**src/rtl/pong_pkg.sv**
```systemverilog
// pong_pkg: shared types and timing defaults for the joystick front end and
// its paddle consumers.
//   deb_state_e     - per-switch debounce state
//   DEBOUNCE_CYCLES - stable cycles needed to accept a level change (5 ms @ 50 MHz)
//   REPEAT_DELAY    - cycles held before the first auto-repeat pulse (0.5 s)
//   REPEAT_PERIOD   - cycles between later auto-repeat pulses (0.1 s)
//   CONTROL_ACTIVE  - level of control_up/control_down that means "move"
package pong_pkg;

   typedef enum logic [1:0] {
      RELEASED     = 2'd0,
      PRESS_WAIT   = 2'd1,
      PRESSED      = 2'd2,
      RELEASE_WAIT = 2'd3
   } deb_state_e;

   localparam int   DEBOUNCE_CYCLES = 250000;
   localparam int   REPEAT_DELAY    = 25000000;
   localparam int   REPEAT_PERIOD   = 5000000;

   localparam logic CONTROL_ACTIVE  = 1'b0;

endpackage

```
**src/rtl/joystick_conditioner_debounce_channel.sv**
```systemverilog
// debounce_channel: synchroniser, debounce FSM and auto-repeat timer for one
// active-low mechanical switch.
//   clock    - system clock
//   reset    - synchronous, active-high
//   btn_n_i  - raw switch, asynchronous, 0 = pressed
//   held_o   - debounced level, 1 while PRESSED or RELEASE_WAIT
//   press_o  - one-cycle pulse on acceptance and on each auto-repeat
module debounce_channel #(
   parameter int SYNC_STAGES     = 2,
   parameter int DEBOUNCE_CYCLES = 250000,
   parameter int CNT_W           = 25,
   parameter int REPEAT_DELAY    = 25000000,
   parameter int REPEAT_PERIOD   = 5000000
) (
   input  logic clock,
   input  logic reset,
   input  logic btn_n_i,
   output logic held_o,
   output logic press_o
);
   import pong_pkg::*;

   localparam logic [CNT_W-1:0] DEB_LAST   = CNT_W'(DEBOUNCE_CYCLES - 1);
   localparam logic [CNT_W-1:0] RPT_FIRST  = CNT_W'(REPEAT_DELAY - 1);
   localparam logic [CNT_W-1:0] RPT_NEXT   = CNT_W'(REPEAT_PERIOD - 1);
   localparam logic [CNT_W-1:0] CNT_ONE    = CNT_W'(1);
   localparam logic             RPT_EN     = (REPEAT_DELAY != 0);

   logic [SYNC_STAGES-1:0] sync_q;
   deb_state_e             state_q, state_d;
   // One counter serves both roles: debounce count in the WAIT states and
   // repeat timer in PRESSED. Every state change clears it.
   logic [CNT_W-1:0]       cnt_q, cnt_d;
   // Set once the first repeat pulse has fired; later pulses use the period.
   logic                   rpt_armed_q, rpt_armed_d;
   logic                   press_q, press_d;
   logic                   pressed_s;
   logic [CNT_W-1:0]       rpt_limit_s;

   assign pressed_s   = ~sync_q[SYNC_STAGES-1];
   assign rpt_limit_s = rpt_armed_q ? RPT_NEXT : RPT_FIRST;

   // Synchroniser chain; resets to the released level.
   always_ff @(posedge clock) begin
      if (reset) begin
         sync_q <= '1;
      end else begin
         sync_q <= {sync_q[SYNC_STAGES-2:0], btn_n_i};
      end
   end

   // State, counter and pulse registers.
   always_ff @(posedge clock) begin
      if (reset) begin
         state_q     <= RELEASED;
         cnt_q       <= '0;
         rpt_armed_q <= 1'b0;
         press_q     <= 1'b0;
      end else begin
         state_q     <= state_d;
         cnt_q       <= cnt_d;
         rpt_armed_q <= rpt_armed_d;
         press_q     <= press_d;
      end
   end

   // Next-state, counter and pulse decode.
   always_comb begin
      state_d     = state_q;
      cnt_d       = cnt_q;
      rpt_armed_d = rpt_armed_q;
      press_d     = 1'b0;
      case (state_q)
         RELEASED: begin
            cnt_d = '0;
            if (pressed_s) begin
               state_d = PRESS_WAIT;
            end else begin
               state_d = RELEASED;
            end
         end
         PRESS_WAIT: begin
            if (!pressed_s) begin
               state_d = RELEASED;
               cnt_d   = '0;
            end else if (cnt_q == DEB_LAST) begin
               state_d     = PRESSED;
               cnt_d       = '0;
               rpt_armed_d = 1'b0;
               press_d     = 1'b1;
            end else begin
               cnt_d = cnt_q + CNT_ONE;
            end
         end
         PRESSED: begin
            if (!pressed_s) begin
               state_d     = RELEASE_WAIT;
               cnt_d       = '0;
               rpt_armed_d = 1'b0;
            end else if (RPT_EN) begin
               if (cnt_q == rpt_limit_s) begin
                  cnt_d       = '0;
                  rpt_armed_d = 1'b1;
                  press_d     = 1'b1;
               end else begin
                  cnt_d = cnt_q + CNT_ONE;
               end
            end else begin
               cnt_d = '0;
            end
         end
         RELEASE_WAIT: begin
            if (pressed_s) begin
               // Bounce on release: back to PRESSED with a fresh repeat delay.
               state_d     = PRESSED;
               cnt_d       = '0;
               rpt_armed_d = 1'b0;
            end else if (cnt_q == DEB_LAST) begin
               state_d = RELEASED;
               cnt_d   = '0;
            end else begin
               cnt_d = cnt_q + CNT_ONE;
            end
         end
         default: begin
            state_d     = RELEASED;
            cnt_d       = '0;
            rpt_armed_d = 1'b0;
         end
      endcase
   end

   assign held_o  = (state_q == PRESSED) || (state_q == RELEASE_WAIT);
   assign press_o = press_q;

endmodule

```
**src/rtl/joystick_conditioner.sv**
```systemverilog
// joystick_conditioner: debounces the up/down joystick switches and drives
// conflict-free active-low level commands plus menu press pulses.
//   clock        - system clock
//   reset        - synchronous, active-high
//   btn_up_n     - raw up switch, asynchronous, 0 = pressed
//   btn_down_n   - raw down switch, asynchronous, 0 = pressed
//   control_up   - debounced up level, 0 = move up
//   control_down - debounced down level, 0 = move down
//   press_up     - one-cycle pulse on up acceptance and each repeat
//   press_down   - one-cycle pulse on down acceptance and each repeat
module joystick_conditioner #(
   parameter int SYNC_STAGES     = 2,
   parameter int DEBOUNCE_CYCLES = pong_pkg::DEBOUNCE_CYCLES,
   // Wide enough for the largest 50 MHz default (REPEAT_DELAY).
   parameter int CNT_W           = 25,
   parameter int REPEAT_DELAY    = pong_pkg::REPEAT_DELAY,
   parameter int REPEAT_PERIOD   = pong_pkg::REPEAT_PERIOD
) (
   input  logic clock,
   input  logic reset,
   input  logic btn_up_n,
   input  logic btn_down_n,
   output logic control_up,
   output logic control_down,
   output logic press_up,
   output logic press_down
);
   import pong_pkg::*;

   logic held_up_s, held_dn_s;
   logic press_up_s, press_dn_s;

   debounce_channel #(
      .SYNC_STAGES    (SYNC_STAGES),
      .DEBOUNCE_CYCLES(DEBOUNCE_CYCLES),
      .CNT_W          (CNT_W),
      .REPEAT_DELAY   (REPEAT_DELAY),
      .REPEAT_PERIOD  (REPEAT_PERIOD)
   ) u_up (
      .clock  (clock),
      .reset  (reset),
      .btn_n_i(btn_up_n),
      .held_o (held_up_s),
      .press_o(press_up_s)
   );

   debounce_channel #(
      .SYNC_STAGES    (SYNC_STAGES),
      .DEBOUNCE_CYCLES(DEBOUNCE_CYCLES),
      .CNT_W          (CNT_W),
      .REPEAT_DELAY   (REPEAT_DELAY),
      .REPEAT_PERIOD  (REPEAT_PERIOD)
   ) u_dn (
      .clock  (clock),
      .reset  (reset),
      .btn_n_i(btn_down_n),
      .held_o (held_dn_s),
      .press_o(press_dn_s)
   );

   // Both held cancels out: neither direction is driven and no pulse escapes.
   // All terms come straight from channel registers, never from the pins.
   assign control_up   = (held_up_s & ~held_dn_s) ? CONTROL_ACTIVE : ~CONTROL_ACTIVE;
   assign control_down = (held_dn_s & ~held_up_s) ? CONTROL_ACTIVE : ~CONTROL_ACTIVE;
   assign press_up     = press_up_s & ~held_dn_s;
   assign press_down   = press_dn_s & ~held_up_s;

endmodule

```
**config.mk**
```make
export PLATFORM = sky130hd
export DESIGN_NAME = joystick_conditioner
export DESIGN_NICKNAME = d
export VERILOG_FILES = /design/src/rtl/pong_pkg.sv /design/src/rtl/joystick_conditioner_debounce_channel.sv /design/src/rtl/joystick_conditioner.sv
export SDC_FILE = /design/constraint.sdc
export NUM_CORES = 1
export LEC_CHECK = 0
export ABC_CLOCK_PERIOD_IN_PS = 5900
export CORE_UTILIZATION = 65
export DETAILED_ROUTE_END_ITERATION = 8
export GPL_TIMING_DRIVEN = 0
export MAX_ROUTING_LAYER = met4
export PLACE_DENSITY = 0.83
export SLEW_MARGIN = 10
export SYNTH_ARGS = -nofsm -noshare
export SYNTH_HDL_FRONTEND = slang
export SYNTH_SLANG_ARGS = --single-unit
```
**constraint.sdc**
```tcl
create_clock -name clock -period 5.9 [get_ports clock]
set_input_delay 1.18 -clock clock [delete_from_list [all_inputs] [get_ports clock]]
set_output_delay 1.18 -clock clock [all_outputs]
set_load 0.03 [all_outputs]
```
# Word level (Yosys, flattened, before mapping)

Cells that the tools add are included.

Logic and storage cells: 104
Output and inout port bits: 4
Register bits after elaboration: 62

Add/sub/neg operators: 2
Bitwise logic cells: 6
Muxes and demuxes: 52
Eq/ne operators: 24
Reductions and logical operators: 10

Operators by type and width:

| operator                | number |
|---|---|
| $mux W25                | 12 |
| $pmux W25 S4            | 2 |
| $add A25 B1 Y25 const B | 2 |
| $eq A25 B18 Y1 const B  | 2 |
| $eq A25 B25 Y1          | 2 |
| $mux W1                 | 22 |
| $mux W2                 | 10 |
| $pmux W2 S4             | 2 |
| $ne A3 B1 Y1 const B    | 4 |
| $reduce_and A5 Y1       | 2 |
| $eq A2 B2 Y1 const B    | 4 |
| $ne A2 B1 Y1 const B    | 4 |
| $ne A2 B2 Y1 const B    | 4 |
| $ne A3 B3 Y1 const B    | 2 |
| $pmux W1 S3             | 2 |
| $reduce_and A3 Y1       | 2 |
| $reduce_bool A3 Y1      | 2 |
| $and A1 B1 Y1           | 4 |
| $eq A2 B1 Y1 const B    | 2 |
| $logic_not A2 Y1        | 2 |
| $pmux W1 S2             | 2 |
| $logic_or A1 B1 Y1      | 2 |
| $not A1 Y1              | 2 |

# Longest topological paths before layout

Word-level depth: 5
Gate-level depth with buffers: 7
Depth with buffers taken out: 6

# Hierarchy

A second synthesis with hierarchy kept.

Cell total of the unflattened synthesis: 359
Area, all modules: 3,180.6 um^2

Modules (own cells, without submodules):

| module                  | times used | sequential area each (um^2) | cells an instance | area an instance (um^2) |
|---|---|---|---|---|
| debounce_channel (u_dn) | 1          | 620.6                       | 174               | 1,579.0 |
| debounce_channel (u_up) | 1          | 620.6                       | 181               | 1,576.5 |
| joystick_conditioner    | 1          | 0.0                         | 4                 | 25.0 |

# Least setup slack after synthesis

OpenSTA, ideal clock, no wires.

Path type: reg-to-output
From: register u_dn.state_q[0]
To: output press_up
Setup slack: 3.229 ns
Stages on the path, launching flop included: 4
Required time: 4.720 ns
Buffers on the path: 0
Arrival time: 1.491 ns
Cells stage by stage: dfxtp_1 > inv_1 > ha_1 > nor3b_1

Word-level cells in the longest chain between the ends: 4

RTL lines:

| element                | RTL line                                     | source |
|---|---|---|
| from (decl)            | joystick_conditioner_debounce_channel.sv:30  | `deb_state_e state_q, state_d;` |
| from (signal assigned) | joystick_conditioner_debounce_channel.sv:60  | `state_q <= state_d;` |
| $eq A2 B2 Y1           | joystick_conditioner_debounce_channel.sv:133 | `assign held_o = (state_q == PRESSED) \|\| (state_q == RELEASE_WAIT);` |
| $logic_or A1 B1 Y1 (*) | joystick_conditioner_debounce_channel.sv:133 |  |
| $not A1 Y1 (*)         | joystick_conditioner.sv:65                   | `assign press_up = press_up_s & ~held_dn_s;` |
| $and A1 B1 Y1 (*)      | joystick_conditioner.sv:65                   |  |
| to (decl)              | joystick_conditioner.sv:25                   | `output logic press_up,` |

Every way passes the cells marked *; elsewhere a longest branch is shown, timed or not.

# Worst setup path in the final report

From: register u_dn.state_q[0]
To: output control_up

Word-level cells in the longest chain between the ends: 5

RTL lines:

| element                | RTL line                                     | source |
|---|---|---|
| $eq A2 B2 Y1           | joystick_conditioner_debounce_channel.sv:133 |  |
| $logic_or A1 B1 Y1 (*) | joystick_conditioner_debounce_channel.sv:133 |  |
| $not A1 Y1 (*)         | joystick_conditioner.sv:63                   | `assign control_up = (held_up_s & ~held_dn_s) ? CONTROL_ACTIVE : ~CONTROL_ACTIVE;` |
| $and A1 B1 Y1 (*)      | joystick_conditioner.sv:63                   |  |
| $mux W1 (*)            | joystick_conditioner.sv:63                   |  |
| to (decl)              | joystick_conditioner.sv:23                   | `output logic control_up,` |

Marks and branches as above.

==> metrics <==
WP data required=4720 ps; final-stage net count=387; part of the power in combinational logic=0.164; number of antenna repair diodes=0; layout cell share with drive strength beyond 1=0.112; dominant combinational cell family by area after synthesis=simple AND/OR/NAND/NOR gates; Post CTS Setup Buffer Count=0; global router's overall resource usage=0.284; Worst setup EP type=output port; Final Max Slew Viols=0; warnings from Yosys=0; number of vias in the routed layout=roughly 2600; final number of setup-violating endpoints=0; kind of start point of the critical path=flip-flop; CTS resizes=0; Post-Synth XOR/XNOR Area=0.128; maximum single-stage delay on the critical path=610 ps; status=complete, no violations; clk sink count=between 60 and 70; Critical path buffers and inverters=2; Max clock buf depth=2; slew at the pin closest to its max-slew limit=between 700 and 800 ps; Avg WL per Cell=between 10 and 15 um; hold path depth=1; DRC marker count from the first detailed-route iteration=191; DPL Wire Length=4.30 mm; final worst clock skew=around 9.3 ps; time the worst path needs with I/O delays and setup=between 3000 and 4000 ps; via count of the first global-routing pass=about 2300; Adder-Cell Fraction of Synth Area=0.0477; DRT antenna net count=0; H-tree depth=3; height of the die=a little over 70 um; net switching component of the power=~0.00029 W; cell-by-cell listing of the critical path=inv_1, ha_1, or3_1, clkdlybuf4s50_1; total grt overflow=0; number of antenna violations at the first check in global routing=0; depth of the most critical reg-to-reg path=6; routability cong.=0.833; gate family responsible for the most delay along the worst path=buffers and inverters; post-route DRC violation count=0; start-to-end type of the worst setup path=flip-flop to output port; Post-Synthesis Cell Area=roughly 0.0031 mm^2; die footprint=~0.0051 mm^2; worst flop-to-flop path endpoint=u_dn.cnt_q[24]; worst-case hold path end point=u_up.sync_q[1]; worst flop-to-flop path startpoint=u_dn.cnt_q[0]; total cell area at the placement stage=between 0.003 and 0.004 mm^2; setup repair after global routing missed its margin=false; most frequently used flop master after synthesis=sky130_fd_sc_hd__dfxtp_1; count of pins on the block boundary=8; final sum of negative setup slack=0 ps; Tightest Hold Check Type=flip-flop to flip-flop; synthesis-stage register bit count=62; number of hold-slack violations in the final timing report=0; share of flip-flops with an asynchronous set or reset=0; later-pin clock latency in the skew report=roughly 340 ps; number of hold buffers added after cts=0; worst-case headroom to the max-slew limit=0.485; fraction of power consumed by sequential logic=0.436; library cell used as clock root buffer=sky130_fd_sc_hd__clkbuf_8; total clock buffers created by CTS=9; largest net degree at the start of global routing=12; Worst-path clk slew=roughly 60 ps; number of optimization iterations in the first detailed-route pass=5; startpoint of the tightest hold check path=u_up.sync_q[0]; fraction of synthesized area in multiplexers=0.00636; peak supply drop=around 230 uV; starting density of the core=0.699; Core Box Area=~0.0045 mm^2; post-route standard cell area excluding fillers=between 0.003 and 0.004 mm^2; number of enable-type register cells in the synthesized netlist=0; crit-path max FO=7; Syn-to-layout area delta=11.4%; placement row count=24; switching part of the total=0.277; ratio of total power to cell area=between 200 and 300 mW/mm^2; number of different library cells in the post-synthesis netlist=51; syn nets=between 300 and 400; vias per cell=roughly 6; CTS tree=done; part of the cycle the worst path needs=0.570; register-to-register setup slack=3740 ps; compound-cell area share of the yosys netlist=0.0648; global-route wire length before repair=between 10 and 15 mm; data arrival time of the critical path=2190 ps; synthesized-area fraction occupied by and/or/nand/nor cells=0.325; number of buffer cells added on primary ports=7; average cell area after synthesis=about 9 um^2; internal power consumption=0.000749 W; total wire length after detailed routing=roughly 6.3 mm; leakage power summed over all cells=1.22 nW; die width=71.6 um; total design power=0.00104 W; number of standard cells after synthesis=about 350; max-cap violation count=0; sequential fraction of the synthesis area=0.394; slowest cell on the critical path=sky130_fd_sc_hd__clkdlybuf4s50_1; highest clock frequency the design can meet=a little under 300 MHz; clock group share of total power=0.400
## kinds of logic (layout without fill, tap and decap cells)
group,after synthesis,after routing
buffers and inverters,19,42
DFF,62,62
muxes,2,2
AOI/OAI and AO/OA,27,27
adders and majority gates,12,12
and+or+nand+nor,185,185
xor gates and xnor gates,46,46
## cell type report
| cell class | count | area (um^2) |
|---|---|---|
| Multi-Input combinational cell | 272 | 1800 |
| Sequential cell | 62 | 1240 |
| Fill cell | 321 | 997 |
| Clock buffer | 10 | 138 |
| Clock inverter | 6 | 85.1 |
| Buffer | 9 | 71.3 |
| Timing Repair Buffer | 7 | 70.1 |
| Tap cell | 52 | 65.1 |
| Inverter | 10 | 37.5 |
## metrics by stage
step | util | hold slack, ps | worst slack (ps) | cells
2_1_floorplan | - | 389 | 3230 | 353
6_report | 0.779 | 412 | 2530 | 428
3_5_place_dp | 0.729 | 394 | 2910 | 412
4_1_cts | 0.779 | 413 | 2540 | 428
3_3_place_gp | 0.729 | 395 | 2960 | 412
5_1_grt | 0.779 | 425 | 2450 | 428
## how the worst max path moves through the flow
stage,to,start,slack [ps],depth (start not counted)
floorplan,press_up,u_dn.state_q[0],3230,3
global placement,control_up,u_dn.state_q[0],2960,4
detailed placement,control_up,u_dn.state_q[0],2910,4
CTS,control_up,u_dn.state_q[0],2540,4
global route,control_up,u_dn.state_q[0],2450,4
finish,control_up,u_dn.state_q[0],2530,4
## sequential cells by signal, summed over array words and instances (netlist names), named ones only
register          flops
u_up.press_o          1
u_dn.rpt_armed_q      1
u_up.sync_q           2
u_dn.state_q          1
u_dn.press_o          1
u_up.rpt_armed_q      1
u_up.state_q          1
u_dn.sync_q           2
u_up.cnt_q           25
u_dn.cnt_q           25
## layout by cell type, fill, tap and decap left out, types with 10 or more instances in the layout
cell                       netlist  layout
sky130_fd_sc_hd__xor2_1         33      33
sky130_fd_sc_hd__nand2_1        18      18
sky130_fd_sc_hd__ha_1           12      12
sky130_fd_sc_hd__nor2_1         60      60
sky130_fd_sc_hd__clkbuf_8        0      10
sky130_fd_sc_hd__and3_1         10      10
sky130_fd_sc_hd__nand4_1        17      17
sky130_fd_sc_hd__xnor2_1        13      13
sky130_fd_sc_hd__dfxtp_1        62      62
sky130_fd_sc_hd__nand3_1        19      19
sky130_fd_sc_hd__inv_1          10      10
## power by group through the flow
stage	clock [W]	combinational (W)	sequential [W]
global placement	0	0.000156	0.000459
global route	0.000447	0.000194	0.000453
CTS	0.000422	0.000169	0.000451
detailed placement	0	0.000162	0.000461
floorplan	0	0.000122	0.000456
finish	0.000415	0.000169	0.000452
## metal layers
layer  part of all wire  vias up  wire length [um]  GRT usage
li1                   -     1293                 -          -
met1               0.46     1200              2930      0.370
met3              0.058       12               368     0.0830
met5                  0        -                 0          -
met2               0.46       77              2910      0.422
met4              0.015        0                92     0.0980
## cell usage after synthesis (all sizes together), types with 2 or more instances
library cell   n  area share
a211oi         2      0.0048
mux2i          2      0.0064
nand2b         2      0.0040
nand2         18       0.021
nand4b         2      0.0056
inv           10       0.012
buf            6       0.019
o21ai          4      0.0064
nor3           9       0.016
a21oi          5      0.0079
xnor2         13       0.036
nor4b          5       0.016
or2            5      0.0099
nand4         17       0.034
dfxtp         62        0.39
a311oi         3      0.0083
and2           4      0.0083
or4b           2      0.0075
o32a           2      0.0072
ha            12       0.048
or3            5      0.0099
and3          14       0.029
nor4           9       0.020
and4           6       0.017
xor2          33       0.092
a31oi          3      0.0060
a21o           3      0.0072
nor2          60       0.072
clkbuf         3      0.0036
nand3         19       0.030
No activity file was read; power rests on OpenSTA's default activity.
